<file path="src/rtl/coreir_cmp_pkg.sv">
// coreir_cmp_pkg: shared three-way compare and FSM state types for the serial signed comparator.
// Revision: 1.0
`default_nettype none

package coreir_cmp_pkg;

    typedef enum logic [1:0] {
        CMP_EQ = 2'd0,
        CMP_LT = 2'd1,
        CMP_GT = 2'd2
    } cmp_t;

    typedef enum logic {
        ST_ACCUM = 1'b0,
        ST_DONE  = 1'b1
    } state_t;

    // Returns {LT, EQ, GT}; the unused encoding maps to EQ.
    function automatic logic [2:0] cmp_to_onehot(input cmp_t c);
        case (c)
            CMP_LT:  return 3'b100;
            CMP_GT:  return 3'b001;
            default: return 3'b010;
        endcase
    endfunction

endpackage

`default_nettype wire

</file>
<file path="src/rtl/coreir_cmp_chunk.sv">
// coreir_cmp_chunk: combinational WIDTH-bit three-way comparator, signedness fixed by SIGNED.
// Revision: 1.0
`default_nettype none

module coreir_cmp_chunk
    import coreir_cmp_pkg::*;
#(
    parameter int WIDTH  = 2,
    parameter bit SIGNED = 1'b0
) (
    input  logic [WIDTH-1:0] a,
    input  logic [WIDTH-1:0] b,
    output cmp_t             result
);

    generate
        if (SIGNED) begin : g_signed
            always_comb begin
                if ($signed(a) < $signed(b))      result = CMP_LT;
                else if ($signed(a) > $signed(b)) result = CMP_GT;
                else                              result = CMP_EQ;
            end
        end else begin : g_unsigned
            always_comb begin
                if (a < b)      result = CMP_LT;
                else if (a > b) result = CMP_GT;
                else            result = CMP_EQ;
            end
        end
    endgenerate

endmodule

`default_nettype wire

</file>
<file path="src/rtl/coreir_slt_serial.sv">
// coreir_slt_serial: chunk-serial signed three-way comparator, sign chunk first, valid/ready in and out.
// Optional synchronous FLUSH input when COREIR_SLT_SERIAL_FLUSH_EN is defined. Revision: 1.0
`default_nettype none

module coreir_slt_serial
    import coreir_cmp_pkg::*;
#(
    parameter int WIDTH  = 2,
    parameter int CHUNKS = 2
) (
    input  logic             CLK,
    input  logic             ASYNCRESETN,
    input  logic [WIDTH-1:0] I0,
    input  logic [WIDTH-1:0] I1,
    input  logic             I_VALID,
    output logic             I_READY,
    output logic             O_VALID,
    input  logic             O_READY,
    output logic             O_LT,
    output logic             O_EQ,
    output logic             O_GT
`ifdef COREIR_SLT_SERIAL_FLUSH_EN
    ,
    input  logic             FLUSH
`endif
);

    localparam int                 CNT_W      = (CHUNKS > 1) ? $clog2(CHUNKS) : 1;
    localparam logic [CNT_W-1:0]   LAST_CHUNK = CNT_W'(CHUNKS - 1);

    state_t           state;
    state_t           state_next;
    logic [CNT_W-1:0] count;
    cmp_t             decision;
    cmp_t             result;
    cmp_t             signed_cmp;
    cmp_t             unsigned_cmp;
    cmp_t             chunk_cmp;
    cmp_t             merged;
    logic             first_chunk;
    logic             flush;
    logic             take;
    logic             last_beat;

`ifdef COREIR_SLT_SERIAL_FLUSH_EN
    assign flush = FLUSH & (state == ST_ACCUM);
`else
    assign flush = 1'b0;
`endif

    coreir_cmp_chunk #(.WIDTH(WIDTH), .SIGNED(1'b1)) u_cmp_signed (
        .a      (I0),
        .b      (I1),
        .result (signed_cmp)
    );

    coreir_cmp_chunk #(.WIDTH(WIDTH), .SIGNED(1'b0)) u_cmp_unsigned (
        .a      (I0),
        .b      (I1),
        .result (unsigned_cmp)
    );

    assign first_chunk = (count == '0);
    assign chunk_cmp   = first_chunk ? signed_cmp : unsigned_cmp;
    // Lower chunks only refine a tie; once decided, the more significant verdict stands.
    assign merged      = (first_chunk || decision == CMP_EQ) ? chunk_cmp : decision;
    assign take        = I_VALID & I_READY & ~flush;
    assign last_beat   = take & (count == LAST_CHUNK);

    always_ff @(posedge CLK or negedge ASYNCRESETN) begin
        if (!ASYNCRESETN) begin
            state <= ST_ACCUM;
        end else begin
            state <= state_next;
        end
    end

    always_comb begin
        state_next = state;
        case (state)
            ST_ACCUM: if (last_beat) state_next = ST_DONE;
            ST_DONE:  if (O_READY)   state_next = ST_ACCUM;
            default:  state_next = ST_ACCUM;
        endcase
    end

    always_comb begin
        I_READY            = (state == ST_ACCUM);
        O_VALID            = (state == ST_DONE);
        {O_LT, O_EQ, O_GT} = (state == ST_DONE) ? cmp_to_onehot(result) : 3'b000;
    end

    always_ff @(posedge CLK or negedge ASYNCRESETN) begin
        if (!ASYNCRESETN) begin
            count    <= '0;
            decision <= CMP_EQ;
            result   <= CMP_EQ;
        end else if (flush) begin
            count    <= '0;
            decision <= CMP_EQ;
        end else if (take) begin
            if (last_beat) begin
                count    <= '0;
                decision <= CMP_EQ;
                result   <= merged;
            end else begin
                count    <= count + CNT_W'(1);
                decision <= merged;
            end
        end
    end

endmodule

`default_nettype wire

</file>
<file path="config.mk">
export PLATFORM = sky130hd
export DESIGN_NAME = coreir_slt_serial
export DESIGN_NICKNAME = d
export VERILOG_FILES = /design/src/rtl/coreir_cmp_pkg.sv /design/src/rtl/coreir_cmp_chunk.sv /design/src/rtl/coreir_slt_serial.sv
export SDC_FILE = /design/constraint.sdc
export NUM_CORES = 1
export LEC_CHECK = 0
export BUFFER_PORTS_ARGS = -buffer_cell sky130_fd_sc_hd__buf_2
export CAP_MARGIN = 20
export CELL_PAD_IN_SITES_DETAIL_PLACEMENT = 1
export CELL_PAD_IN_SITES_GLOBAL_PLACEMENT = 2
export CORE_MARGIN = 3
export CORE_UTILIZATION = 31
export CTS_BUF_LIST = sky130_fd_sc_hd__clkbuf_2
export DETAILED_ROUTE_END_ITERATION = 8
export PLACE_DENSITY_LB_ADDON = 0.1
export SYNTH_ARGS = -nofsm -noshare
export SYNTH_HDL_FRONTEND = slang
export SYNTH_HIERARCHICAL = 1
export SYNTH_SLANG_ARGS = --single-unit
</file>
<file path="constraint.sdc">
create_clock -name CLK -period 1.1 [get_ports CLK]
set_input_delay 0.22 -clock CLK [delete_from_list [all_inputs] [get_ports CLK]]
set_output_delay 0.22 -clock CLK [all_outputs]
set_load 0.02 [all_outputs]
</file>
# After elaboration in Yosys (flattened, before gate mapping)
# Cells that the tools add are included.
# word_totals
input_bits,8
out_inout_bits,5
ff_bits,6
word_cells,31
# op_classes
magnitude_cmp,4
bitwise,4
n_mux,13
add_sub_neg,1
n_reduce_logical,3
n_eq_ne,2
# op_table
op,count
2-bit 2-to-1 mux,7
3-bit one-hot mux with 2 select lines,1
2-bit greater-than comparator,2
2-bit less-than comparator,2
1-bit 2-to-1 mux,3
3-bit 2-to-1 mux,1
1-bit bitwise AND,2
2-bit by 1-bit equality test with 1-bit output (second input constant),1
2-bit equality test (second input constant),1
2-bit logical NOT,1
1-bit inverter,2
1-bit one-hot mux with 2 select lines,1
2-bit AND reduction,1
1-bit adder (second input constant),1
1-bit logical OR,1

# Logic depth before layout (Yosys ltp)
# logic_depth
word_depth,6
ltp_mapped,7
mapped_depth_nobuf,7

# Hierarchy
# Netlist, hierarchy kept.
# modules_own_cells
mod,area_per_inst_um2,n_inst,cells_each,seq_area_each_um2
coreir_slt_serial,321.6,1,30,150.1
coreir_cmp_chunk at u_cmp_unsigned,65.1,1,7,0.0
coreir_cmp_chunk at u_cmp_signed,61.3,1,6,0.0

# Worst setup path before layout
# OpenSTA, ideal clock, no wires.
# synth_path
path_kind,input -> register
start,in I0[0]
end,reg decision[1]
setup_ns,0.083
t_required_ns,1.017
path_stages,6
setup_slack_ns,-0.072
arrival_ns,1.089
path_buffers,0
cell_sequence,inv_1 ha_1 fa_1 a21oi_2 nand2b_1 o21ai_0
# synth_between
elab_chain_len,6
word_cells_on_any_way,11
classes_between,4 x order compare; 7 x mux
# synth_lines
element,line_no,rtl
from (decl),coreir_slt_serial.sv:13,"input logic [WIDTH-1:0] I0,"
2-bit greater-than comparator,coreir_cmp_chunk.sv:20,else if ($signed(a) > $signed(b)) result = CMP_GT;
2-bit 2-to-1 mux,coreir_cmp_chunk.sv:20,
2-bit 2-to-1 mux (*),coreir_cmp_chunk.sv:19,if ($signed(a) < $signed(b)) result = CMP_LT;
net signed_cmp[1],coreir_slt_serial.sv:36,cmp_t signed_cmp;
2-bit 2-to-1 mux (*),coreir_slt_serial.sv:64,assign chunk_cmp = first_chunk ? signed_cmp : unsigned_cmp;
2-bit 2-to-1 mux (*),coreir_slt_serial.sv:66,assign merged = (first_chunk || decision == CMP_EQ) ? chunk_cmp : decision;
2-bit 2-to-1 mux (*),coreir_slt_serial.sv:102,if (last_beat) begin
to (signal assigned),coreir_slt_serial.sv:108,decision <= merged;
to (decl),coreir_slt_serial.sv:34,cmp_t decision;
# The timed path passes the listed nets; every way through them passes the cells marked *.
# A chain may end at the register's enable or synchronous reset.

# Worst setup path after layout
# layout_path
start,reg result[1]
end,out O_EQ
# layout_between
elab_chain_len,3
word_cells_on_any_way,4
classes_between,2 x eq/ne; 2 x mux
# layout_lines
element,line_no,rtl
from (decl),coreir_slt_serial.sv:35,cmp_t result;
from (signal assigned),coreir_slt_serial.sv:105,result <= merged;
2-bit equality test or 2-bit by 1-bit equality test with 1-bit output (tied branches),coreir_cmp_pkg.sv:20,case (c)
3-bit one-hot mux with 2 select lines (*),coreir_cmp_pkg.sv:20,
3-bit 2-to-1 mux (*),coreir_slt_serial.sv:90,"{O_LT, O_EQ, O_GT} = (state == ST_DONE) ? cmp_to_onehot(result) : 3'b000;"
to (decl),coreir_slt_serial.sv:20,"output logic O_EQ,"
# Mark *: on every way between the ends. The rest lies on a longest branch, timed or not.

==> run summary <==
CTS root buffer = clkbuf_2
Worst setup SP type = flop
Worst path max stage delay = 420 ps
f_max = 729.1 MHz
violated checks = setup timing
Placer Congestion = 0.7142
Switching Power = 595.0 µW
critical path arrival = 1150 ps
GRT Total Usage = 14.01%
final setup vio count = 3
Pleak = 0.0003447 µW
Routed Antenna Nets = 0
FP Rows = 13
vias in the first global route = 446
hold slack = 166.6 ps
Rel. slew slack = 86.74%
# nets final = 82
hpwl dp = 845.7 µm
Synth cell types = 17
min-delay src = O_READY
r2r endpoint = result[0]$_DFFE_PN0P_
Layout area overhead = 55.03%
clock period minus worst slack = 1372 ps
outcome = complete, but fails checks
Finished Cell Area = 694.4 µm²
gr ovfl total = 0
diodes inserted = 0
pin count of the biggest net entering global routing = 7
Worst VDD drop = 0.9003 mV
Int Power = 871.2 µW
DP Area = 589.3 µm²
TritonCTS buffer count = 3
Port Buffer Count = 12
first-pass GRT wire length = 1890 µm
Min-Delay Path Class = input pin to flop
critical path required time = 880 ps
Starting Density = 33.58%
RSZ-0062 raised after global routing = yes
Worst R2R Path Depth = 4
# DRC = 0
share of cells above drive strength 1 = 66.15%
wirelength, routed = 1016 µm
synthesized area per cell = 10.42 µm²
# IOs = 13
Die Span X = 44.01 µm
initial antenna violation count = 0
final setup margin = -271.6 ps
clock sink count = 6
Skew-Pair Late Insertion Delay = 230 ps
Tcrit/Tclk final = 124.7%
WS Path Type = flop to output port
final max-slew violation count = 0
crit path buf inv count = 1
Worst R2R Setup Slack = 10 ps
CTS tree = done
Net Sw Frac = 40.58%
Crit Path Max Fanout = 2
Avg Vias per Cell = 4.763
Pre-antenna DRT Iters = 2
Ys Warns = 6
Worst path slowest cell = dfrtp_1
via count = 381
max_cap viols = 0
Core Area = 1334 µm²
DR WL/cell = 12.70 µm
syn nets = 58
Clk pwr share = 10.9%
CP Cell Sequence = ha_4 -> and2_4 -> buf_6
die area = 1937 µm²
Die H = 44.01 µm
Reg clk slew, reported paths = 70 ps
r2r startpoint = O_VALID$_DFF_PN0_
commonest non-fill, non-tap cell in the layout = buf_2
Mapped Area = 447.9 µm²
initial detailed-routing violation count = 1
Crit path max-delay family = flip-flops
worst slew pin tran = 198.8 ps
deepest clock path buffer count = 2
leading cell types in the layout, fill and taps excluded = buf_2, buf_4, dfrtp_1
sequential power share = 32.2%
Seq/Total Area, Yosys = 33.52%
Final Skew = 3.526 ps
WHS Endpoint = O_VALID$_DFF_PN0_
Synth Instances = 43
combinational share of power = 56.9%
synthesized flop and latch total = 6
Crit. End Element = output port
Power Dens Cells = 2111 nW/µm²
Final Hold Vio Count = 0
htree depth = 1
Overall Power = 1466 µW
Placement Setup Slack = -211.9 ps
hold path depth = 2
## worst max path at each step
stage,startpoint,to,cells past startpoint
2_1_floorplan,I1[1],result[1]$_DFFE_PN0P_,7
3_3_place_gp,I0[0],decision[1]$_DFFE_PN0N_,7
3_5_place_dp,I1[1],result[1]$_DFFE_PN0P_,8
4_1_cts,result[1]$_DFFE_PN0P_,O_EQ,3
5_1_grt,result[0]$_DFFE_PN0P_,O_EQ,4
6_report,result[1]$_DFFE_PN0P_,O_EQ,3
## power by group through the flow
stage | Clock, µW | Sequential (µW) | Combinational, µW
final | 160 | 472 | 835
after floorplan | 0 | 437 | 386
after detailed placement | 0 | 448 | 598
after global placement | 0 | 435 | 565
after CTS | 165 | 463 | 792
after global routing | 177 | 492 | 940
## flip-flops by register name, summed over array words and instances (netlist names)
name	flops
decision	2
result	2
O_VALID	1
count	1
## layout make-up
class | instances | area, µm²
clock buffers | 3 | 15.01
multi-input cells | 30 | 340.3
flip-flops and latches | 6 | 151.4
repair buffers | 19 | 140.1
fillers | 155 | 639.4
inverters | 7 | 28.78
well taps | 15 | 18.77
## per-layer routing
metal  wire [µm]  global-route usage, %  up-vias  part of all wire (%)
met3          65                  4.472        2                   6.4
met1         369                  14.72      183                    36
met4          16                  5.422        0                   1.6
met5           0                      0        -                     0
li1            -                      -      184                     -
met2         565                  25.58       12                    56
## stage by stage
step           setup TNS (ps)  utilization (%)  instances
2_1_floorplan         -0.3636                -         43
3_3_place_gp           -582.5            44.18         74
3_5_place_dp           -805.0            44.18         74
4_1_cts                -776.0            50.38         80
5_1_grt                 -1015            52.06         80
6_report               -702.9            52.06         80
## cells by family after synthesis
logic type	count (synthesis)	share of synthesized area, %
and+or+nand+nor	15	26.54
AOI/OAI and AO/OA	7	10.89
xor gates and xnor gates	1	1.956
DFF	6	33.52
buffers and inverters	7	5.867
adders and majority gates	7	21.23
## cell usage after synthesis, drive strengths merged
| cell | count | area [µm²] |
|---|---|---|
| xnor2 | 1 | 8.760 |
| nand2 | 2 | 7.510 |
| o21ai | 3 | 15.01 |
| nor3 | 2 | 20.02 |
| inv | 7 | 26.28 |
| nor2 | 1 | 3.750 |
| ha | 6 | 75.07 |
| a21oi | 3 | 18.77 |
| nand2b | 3 | 18.77 |
| dfrtp | 6 | 150.1 |
| and2 | 3 | 22.52 |
| nor2b | 3 | 26.27 |
| nand3b | 1 | 20.02 |
| fa | 1 | 20.02 |
| a2bb2oi | 1 | 15.01 |
## worst register-to-register path: stages, from the launching register on
cell      delay [ps]
dfrtp_2          440
buf_4            150
nand3b_4         190
nor3_2           140
a21oi_1           60
## repair_timing
action / in CTS / in global routing
endpoints found under the hold margin: 6 / 0
resized for setup: 16 / 5
hold buffers: 1 / 0
pin swaps: 1 / 2
setup buffers: 2 / 0
endpoints found under the setup margin: 4 / 9
Power figures use the tool's default switching activity.
